$ cat config.mk
export PLATFORM = sky130hd
export DESIGN_NAME = muldiv_unit
export DESIGN_NICKNAME = d
export VERILOG_FILES = /design/src/rtl/muldiv_pkg.sv /design/src/rtl/muldiv_unit.sv
export SDC_FILE = /design/constraint.sdc
export NUM_CORES = 1
export LEC_CHECK = 0
export ABC_CLOCK_PERIOD_IN_PS = 3200
export CAP_MARGIN = 20
export CORE_MARGIN = 8
export CORE_UTILIZATION = 45
export DETAILED_ROUTE_END_ITERATION = 10
export GPL_ROUTABILITY_DRIVEN = 0
export PLACE_DENSITY = 0.74
export SYNTH_ARGS = -nofsm -noshare
export SYNTH_HDL_FRONTEND = slang
export SYNTH_SLANG_ARGS = --single-unit
$ cat constraint.sdc
create_clock -name clk -period 3.2 [get_ports clk]
set_clock_uncertainty 0.1 [all_clocks]
set_input_delay 0.64 -clock clk [delete_from_list [all_inputs] [get_ports clk]]
set_output_delay 0.64 -clock clk [all_outputs]
set_load 0.05 [all_outputs]
$ cat src/rtl/muldiv_pkg.sv
// Shared encodings and sizing helpers for the iterative multiply/divide unit.
package muldiv_pkg;

    typedef enum logic [1:0] {
        OP_MULTU = 2'b00,
        OP_MULT  = 2'b01,
        OP_DIVU  = 2'b10,
        OP_DIV   = 2'b11
    } op_e;

    typedef enum logic [1:0] {
        S_IDLE = 2'b00,
        S_CALC = 2'b01,
        S_FIX  = 2'b10
    } state_e;

    // Counter must hold the value WIDTH itself, hence one extra bit.
    function automatic int unsigned cnt_width(input int unsigned w);
        return $clog2(w) + 1;
    endfunction

    localparam int unsigned CNT_W = cnt_width(32);

endpackage

$ cat src/rtl/muldiv_unit.sv
// Iterative radix-2 multiply/divide unit with architectural HI/LO registers.
module muldiv_unit
    import muldiv_pkg::*;
#(
    parameter int unsigned WIDTH = 32
) (
    input  logic             clk,
    input  logic             rst,
    input  logic             start,
    input  logic [1:0]       op,
    input  logic [WIDTH-1:0] a,
    input  logic [WIDTH-1:0] b,
    input  logic             hi_wr,
    input  logic             lo_wr,
    input  logic [WIDTH-1:0] wr_din,
    output logic             busy,
    output logic             done,
    output logic [WIDTH-1:0] hi,
    output logic [WIDTH-1:0] lo
);

    localparam int unsigned CW = cnt_width(WIDTH);

    state_e             state_q, state_d;
    logic [CW-1:0]      cnt_q;
    op_e                op_q;
    logic               a_neg_q, b_neg_q;
    logic [WIDTH-1:0]   dvs_q;      // multiplicand or divisor magnitude
    logic [WIDTH-1:0]   acc_hi_q;   // product high half / partial remainder
    logic [WIDTH-1:0]   acc_lo_q;   // multiplier / dividend-quotient shift register
    logic [WIDTH-1:0]   hi_q, lo_q;
    logic               done_q, busy_q;

    logic               a_neg_c, b_neg_c;
    logic [WIDTH-1:0]   a_mag_c, b_mag_c;
    logic [WIDTH:0]     mul_sum_c;
    logic [WIDTH:0]     div_sh_c;
    logic               div_ge_c;
    logic [WIDTH-1:0]   div_diff_c;
    logic [2*WIDTH-1:0] prod_c, prod_fix_c;
    logic [WIDTH-1:0]   quo_fix_c, rem_fix_c;

    // Operand sign flags and magnitudes; sign only matters for signed ops.
    always_comb begin
        a_neg_c = op[0] & a[WIDTH-1];
        b_neg_c = op[0] & b[WIDTH-1];
        a_mag_c = a_neg_c ? (~a + WIDTH'(1)) : a;
        b_mag_c = b_neg_c ? (~b + WIDTH'(1)) : b;
    end

    // One shift-add or restoring-subtract step on the accumulators.
    always_comb begin
        mul_sum_c  = {1'b0, acc_hi_q} + (acc_lo_q[0] ? {1'b0, dvs_q} : '0);
        div_sh_c   = {acc_hi_q, acc_lo_q[WIDTH-1]};
        div_ge_c   = (div_sh_c >= {1'b0, dvs_q});
        div_diff_c = div_sh_c[WIDTH-1:0] - dvs_q;
    end

    // Sign correction of the raw magnitude result.
    always_comb begin
        prod_c     = {acc_hi_q, acc_lo_q};
        prod_fix_c = (a_neg_q ^ b_neg_q) ? (~prod_c + (2*WIDTH)'(1)) : prod_c;
        quo_fix_c  = (a_neg_q ^ b_neg_q) ? (~acc_lo_q + WIDTH'(1)) : acc_lo_q;
        rem_fix_c  = a_neg_q ? (~acc_hi_q + WIDTH'(1)) : acc_hi_q;
    end

    // State register.
    always_ff @(posedge clk) begin
        if (rst) state_q <= S_IDLE;
        else     state_q <= state_d;
    end

    // Next-state logic.
    always_comb begin
        state_d = state_q;
        case (state_q)
            S_IDLE:  if (start) state_d = S_CALC;
            S_CALC:  if (cnt_q == CW'(WIDTH - 1)) state_d = S_FIX;
            S_FIX:   state_d = S_IDLE;
            default: state_d = S_IDLE;
        endcase
    end

    // Datapath, HI/LO registers and status flags.
    always_ff @(posedge clk) begin
        if (rst) begin
            cnt_q    <= '0;
            op_q     <= OP_MULTU;
            a_neg_q  <= 1'b0;
            b_neg_q  <= 1'b0;
            dvs_q    <= '0;
            acc_hi_q <= '0;
            acc_lo_q <= '0;
            hi_q     <= '0;
            lo_q     <= '0;
            done_q   <= 1'b0;
            busy_q   <= 1'b0;
        end else begin
            done_q <= (state_q == S_FIX);
            busy_q <= (state_d != S_IDLE);
            case (state_q)
                S_IDLE: begin
                    if (hi_wr) hi_q <= wr_din;
                    if (lo_wr) lo_q <= wr_din;
                    if (start) begin
                        op_q     <= op_e'(op);
                        a_neg_q  <= a_neg_c;
                        b_neg_q  <= b_neg_c;
                        cnt_q    <= '0;
                        acc_hi_q <= '0;
                        if (op[1]) begin
                            dvs_q    <= b_mag_c;
                            acc_lo_q <= a_mag_c;
                        end else begin
                            dvs_q    <= a_mag_c;
                            acc_lo_q <= b_mag_c;
                        end
                    end
                end
                S_CALC: begin
                    cnt_q <= cnt_q + CW'(1);
                    if (op_q[1]) begin
                        acc_hi_q <= div_ge_c ? div_diff_c : div_sh_c[WIDTH-1:0];
                        acc_lo_q <= {acc_lo_q[WIDTH-2:0], div_ge_c};
                    end else begin
                        acc_hi_q <= mul_sum_c[WIDTH:1];
                        acc_lo_q <= {mul_sum_c[0], acc_lo_q[WIDTH-1:1]};
                    end
                end
                S_FIX: begin
                    if (op_q[1]) begin
                        hi_q <= rem_fix_c;
                        lo_q <= quo_fix_c;
                    end else begin
                        hi_q <= prod_fix_c[2*WIDTH-1:WIDTH];
                        lo_q <= prod_fix_c[WIDTH-1:0];
                    end
                end
                default: ;
            endcase
        end
    end

    assign busy = busy_q;
    assign done = done_q;
    assign hi   = hi_q;
    assign lo   = lo_q;

endmodule

Word-level counts from Yosys, hierarchy flattened
Index checks and enable logic that the tools add are counted.
{"block": "op_classes", "add_sub_neg": 8, "magnitude_cmp": 1, "eq_ne": 6, "mux": 26, "bitwise": 8, "reduce_logical": 8}
{"operator": "two-way mux 32 bit", "count": 16}
{"operator": "one-hot mux 32 bit (2 select lines)", "count": 4}
{"operator": "adder 32 x 1 -> 32 bit (second input constant)", "count": 4}
{"operator": "inverter 32 bit", "count": 4}
{"operator": "adder 64 x 1 -> 64 bit (second input constant)", "count": 1}
{"operator": "two-way mux 64 bit", "count": 1}
{"operator": "inverter 64 bit", "count": 1}
{"operator": "adder 32 x 32 -> 33 bit", "count": 1}
{"operator": "greater-or-equal comparator 33 x 32 -> 1 bit", "count": 1}
{"operator": "subtractor 32 bit", "count": 1}
{"operator": "one-hot mux 6 bit (2 select lines)", "count": 1}
{"operator": "AND reduction 2 bit", "count": 4}
{"operator": "adder 6 x 1 -> 6 bit (second input constant)", "count": 1}
{"operator": "equality test 6 x 5 -> 1 bit (second input constant)", "count": 1}
{"operator": "two-way mux 6 bit", "count": 1}
{"operator": "inequality test 2 bit (second input constant)", "count": 3}
{"operator": "nonzero test 2 bit", "count": 3}
{"operator": "two-way mux 2 bit", "count": 2}
{"operator": "one-hot mux 2 bit (2 select lines)", "count": 1}
{"operator": "bitwise AND 1 bit", "count": 2}
{"operator": "equality test 2 x 1 -> 1 bit (second input constant)", "count": 1}
{"operator": "equality test 2 bit (second input constant)", "count": 1}
{"operator": "logical NOT 2 bit", "count": 1}
{"operator": "XOR 1 bit", "count": 1}
{"block": "word_totals", "register_bits": 174, "in_bits": 103, "wordCells": 69}

Logic depth before layout (Yosys ltp)
{"block": "logic_depth", "depth_word": 6, "ltp_mapped": 14, "depth_no_buf": 14}

Least setup slack after synthesis
No wires, ideal clock.
{"block": "synth_timing", "kind": "register to register", "from": "register acc_hi_q[17]", "to": "register hi_q[30], in the netlist hi[30]", "arrival_ps": 3223, "path_slack_ps": -235, "path_stages_with_launch": 9, "path_buffers": 0, "synth_period_minus_slack_ps": 3435, "cell_sequence": "dfxtp_1 -> or3_4 -> or4_4 -> or4b_4 -> or3_1 -> or4_4 -> o41ai_2 -> xor2_1 -> a2111oi_1"}
{"block": "synth_via", "elab_chain_len": 5}
{"element": "start, declared", "line": "muldiv_unit.sv:29", "source": "logic [WIDTH-1:0] acc_hi_q;"}
{"element": "start signal, assigned", "line": "muldiv_unit.sv:123", "source": "acc_hi_q <= div_ge_c ? div_diff_c : div_sh_c[WIDTH-1:0];"}
{"element": "start signal, assigned", "line": "muldiv_unit.sv:126", "source": "acc_hi_q <= mul_sum_c[WIDTH:1];"}
{"element": "inverter 64 bit / inverter 32 bit (equally long branches)", "line": "muldiv_unit.sv:62, muldiv_unit.sv:64"}
{"element": "adder 64 x 1 -> 64 bit / adder 32 x 1 -> 32 bit (equally long branches)", "line": "muldiv_unit.sv:62, muldiv_unit.sv:64"}
{"element": "two-way mux 64 bit / two-way mux 32 bit (equally long branches)", "line": "muldiv_unit.sv:62, muldiv_unit.sv:64"}
{"element": "two-way mux 32 bit *", "line": "muldiv_unit.sv:131", "source": "if (op_q[1]) begin"}
{"element": "one-hot mux 32 bit (2 select lines) *", "line": "muldiv_unit.sv:101", "source": "case (state_q)"}
{"element": "end signal, assigned", "line": "muldiv_unit.sv:103", "source": "if (hi_wr) hi_q <= wr_din;"}
{"element": "end signal, assigned", "line": "muldiv_unit.sv:132", "source": "hi_q <= rem_fix_c;"}
{"element": "end signal, assigned", "line": "muldiv_unit.sv:135", "source": "hi_q <= prod_fix_c[2*WIDTH-1:WIDTH];"}
{"element": "end, declared", "line": "muldiv_unit.sv:31", "source": "logic [WIDTH-1:0] hi_q, lo_q;"}
Mark *: on every way between the ends. The rest lies on a longest branch, timed or not.
A chain may end at the register's enable or synchronous reset.

Worst setup path in the final report
Ends and elaborated chain as after synthesis.

==> flow_summary.rst <==
.. list-table::
   :header-rows: 1

   * - Metric
     - Value
   * - Clock-pin transition on the worst setup and hold timing paths
     - 0.08 ns
   * - R2R Setup Slk
     - -0.20 ns
   * - Capturing instance or port of the critical path
     - hi[30]
   * - Fin nets
     - 2522
   * - Final setup fails
     - 6
   * - Area growth, synth to finish
     - 33.50%
   * - Die outline area
     - 38180 um^2
   * - R2R depth
     - 8
   * - DRT iter0 DRCs
     - 2238
   * - Via count normalized by instance count
     - 6.240
   * - Async set or reset register ratio after synthesis
     - 0
   * - Mapped Avg Cell Area
     - 7.144 um^2
   * - Number of synthesized register bits
     - 173
   * - Die Height
     - 195.4 um
   * - Post-Synthesis Net Count
     - 2201
   * - Worst setup path startpoint
     - acc_hi_q[17]
   * - Arrival time reported for the critical path endpoint
     - 3.63 ns
   * - Complex-gate fraction of the synthesized area
     - 0.2862
   * - Setup repair after global routing missed its margin
     - yes
   * - First-pass GRT wire length
     - 86880 um
   * - Pwr dens
     - 375.9 nW/um^2
   * - Max Buffers Root-to-Sink
     - 2
   * - Final Hold Slack
     - 0.3543 ns
   * - Placeable core region
     - 31640 um^2
   * - Post-route minimum period
     - 3.402 ns
   * - Period Utilization, post-route
     - 1.063
   * - Clock Tree Root
     - sky130_fd_sc_hd__clkbuf_16
   * - Adder-cell area share of the yosys netlist
     - 0.06238
   * - Std-Cell Rows
     - 65
   * - Routed WL
     - 57910 um
   * - Synthesized-area fraction occupied by and/or/nand/nor cells
     - 0.2214
   * - CTS Buf Count
     - 17
   * - WP data required
     - 3.43 ns
   * - Post-synthesis instance area
     - 14480 um^2
   * - Number of design rule violations left after detail routing
     - 0
   * - Share of the core filled with cells
     - 0.6111
   * - Most frequent cells in the layout
     - 297 x sky130_fd_sc_hd__nor2_1, 263 x sky130_fd_sc_hd__buf_4, 209 x sky130_fd_sc_hd__a21oi_1
   * - Slew margin rel.
     - 0.4390
   * - Result of the run
     - finished, violations left
   * - Gr ovfl total
     - 0
   * - Aggregate global-route resource usage
     - 0.2815
   * - Ys Warns
     - 0
   * - Clock latency at the later pin of the worst-skew pair
     - 0.45 ns
   * - Mux cell area share after synthesis
     - 0.03378
   * - Worst slew pin tran
     - 0.8351 ns
   * - Number of flops mapped to enable cells by yosys
     - 0
   * - Layout cells sized above 1
     - 0.1775
   * - Grt met2 use
     - 0.4394
   * - Static Leak
     - 0.008043 uW
   * - I/O pin cnt
     - 169
   * - IR Drop Worst-Case VDD
     - 0.4182 mV
   * - Vias in the first global route
     - 15800
   * - Final Total Pwr
     - 7267 uW
   * - Sinks on Clock Net
     - 173
   * - GR met3 Demand/Resource
     - 0.04402
   * - Total count of hold-check failures in the final report
     - 0
   * - Critical setup path kind
     - reg2reg
   * - Share of synthesized area occupied by flip-flops and latches
     - 0.2392
   * - Antenna violations before repair
     - 1
   * - Largest driver fanout on the critical path
     - 2
   * - Final Max Slew Viols
     - 0
   * - Wire length per cell after detailed routing
     - 20.95 um
   * - Violations in the final reports
     - setup timing
   * - Critical register-to-register path endpoint
     - hi[30]
   * - HPWL Detailed
     - 44610 um
   * - Post-layout worst setup margin
     - -0.2017 ns
   * - M1 GR Usage
     - 0.3790
   * - Critical path launch point type
     - flip-flop
   * - Routing layer with the top usage in global route
     - met2
   * - Instance count of the mapped netlist
     - 2027
   * - Max-cap violations
     - 0
   * - Critical register-to-register path startpoint
     - acc_hi_q[17]
   * - Combinational family with the most area after synthesis
     - compound AO/OA/AOI/OAI gates
   * - Via Count
     - 17250
   * - CTS tree
     - done
   * - CTS H-Tree Depth
     - 4
   * - Capturing element type of the critical path
     - flip-flop
   * - Number of routed nets with antenna violations
     - 0
   * - Initial cell density of the core
     - 0.4577
   * - I/O Buffers
     - 168
   * - Primary FF master, synth
     - sky130_fd_sc_hd__dfxtp_1
   * - Upper clock frequency limit
     - 294.0 MHz
   * - Largest net degree at the start of global routing
     - 66
   * - Most frequent standard cell in the layout excluding fill and tap cells
     - sky130_fd_sc_hd__nor2_1
   * - Worst min-delay path category
     - reg2reg
   * - Horizontal die dimension
     - 195.4 um
   * - TritonRoute pass-1 iters
     - 6
   * - Count of different cell masters after synthesis
     - 72
   * - Post-synthesis xor/xnor area fraction
     - 0.1034
## per-stage QoR
stage / setup TNS, ns / instance area (um^2) / setup WS, ns / std cells
2_1_floorplan: -0.1401 / 14500 / -0.09535 / 2027
3_3_place_gp: -2.656 / 18230 / -0.1732 / 2721
3_5_place_dp: -4.282 / 18230 / -0.3226 / 2721
4_1_cts: -0.2370 / 18880 / -0.1387 / 2753
5_1_grt: -1.112 / 19330 / -0.2406 / 2763
6_report: -0.4139 / 19330 / -0.2017 / 2764
## worst min path at each step
stage                         start         to  cells after the start
after floorplan           dvs_q[11]  dvs_q[11]                      2
after global routing      dvs_q[12]  dvs_q[12]                      2
final                     dvs_q[24]  dvs_q[24]                      2
after global placement        hi[3]      hi[3]                      2
after CTS                 dvs_q[15]  dvs_q[15]                      2
after detailed placement      hi[3]      hi[3]                      2
## area by class of cell
| cell class | instances | area, um^2 |
|---|---|---|
| multi-input combinational | 1647 | 10740 |
| antenna | 1 | 2.502 |
| clock buffer | 19 | 452.9 |
| sequential | 173 | 3473 |
| inverter | 71 | 269.0 |
| timing repair buffer | 438 | 3775 |
| tap | 402 | 503.0 |
| clock inverter | 13 | 120.1 |
| fill | 2682 | 12300 |
## timing repair
| action | CTS | global route |
|---|---|---|
| buffers inserted | 0 | 9 |
| hold buffers | 0 | 0 |
| endpoints found under the setup margin | 18 | 53 |
| gates cloned | 0 | 1 |
| pin swaps | 6 | 21 |
| gates resized for setup | 18 | 91 |
## cell usage after synthesis (all sizes together), types with 17 or more instances
cell type	count	area share
nor3	43	0.015
nand3	30	0.010
a211oi	64	0.033
o211ai	37	0.019
nor2	301	0.078
xnor2	97	0.059
nand2	188	0.049
mux2i	41	0.028
o31ai	17	0.0088
a21o	36	0.019
inv	71	0.018
clkbuf	124	0.032
dfxtp	173	0.24
a31oi	30	0.013
ha	69	0.060
or3	17	0.0077
xor2	74	0.045
o21ai	110	0.038
a21oi	224	0.077
## power by group
part / total (uW) / internal [uW] / leakage, uW / switching [uW]
registers: 2390 / 2290 / 0.00142 / 101
logic: 2780 / 1160 / 0.00634 / 1630
clock network: 2090 / 1070 / 0.000282 / 1020
total: 7270 / 4520 / 0.00804 / 2750
## flip-flops by register name (all words and copies together) (netlist names)
signal / count
lo: 32
op_q: 1
busy: 1
hi: 32
state_q: 2
a_neg_q: 1
cnt_q: 6
done: 1
dvs_q: 32
b_neg_q: 1
acc_hi_q: 32
acc_lo_q: 32
## cells by family (layout without fill, tap and decap cells)
group / count (synthesis) / in the layout
buf+inv: 207 / 541
xor+xnor: 171 / 171
compound gates: 650 / 650
mux: 48 / 48
simple gates: 707 / 707
flops: 173 / 173
other cells: 0 / 1
fa+ha+maj: 71 / 71
## worst max-delay path: stages (launching register included)
cell and delay, ns:
sky130_fd_sc_hd__dfxtp_2 0.32, sky130_fd_sc_hd__or3_4 0.38, sky130_fd_sc_hd__or4_4 0.43, sky130_fd_sc_hd__or4b_4 0.51, sky130_fd_sc_hd__or3_4 0.35, sky130_fd_sc_hd__or4_4 0.45, sky130_fd_sc_hd__o41ai_4 0.24, sky130_fd_sc_hd__xor2_1 0.13
sky130_fd_sc_hd__a2111oi_2 0.38
## layer usage
| metal | wire length (um) | up-vias |
|---|---|---|
| li1 | - | 7934 |
| met1 | 23350 | 8074 |
| met5 | 0 | - |
| met4 | 2670 | 0 |
| met2 | 25830 | 1070 |
| met3 | 6066 | 170 |
Power figures use the tool's default switching activity.
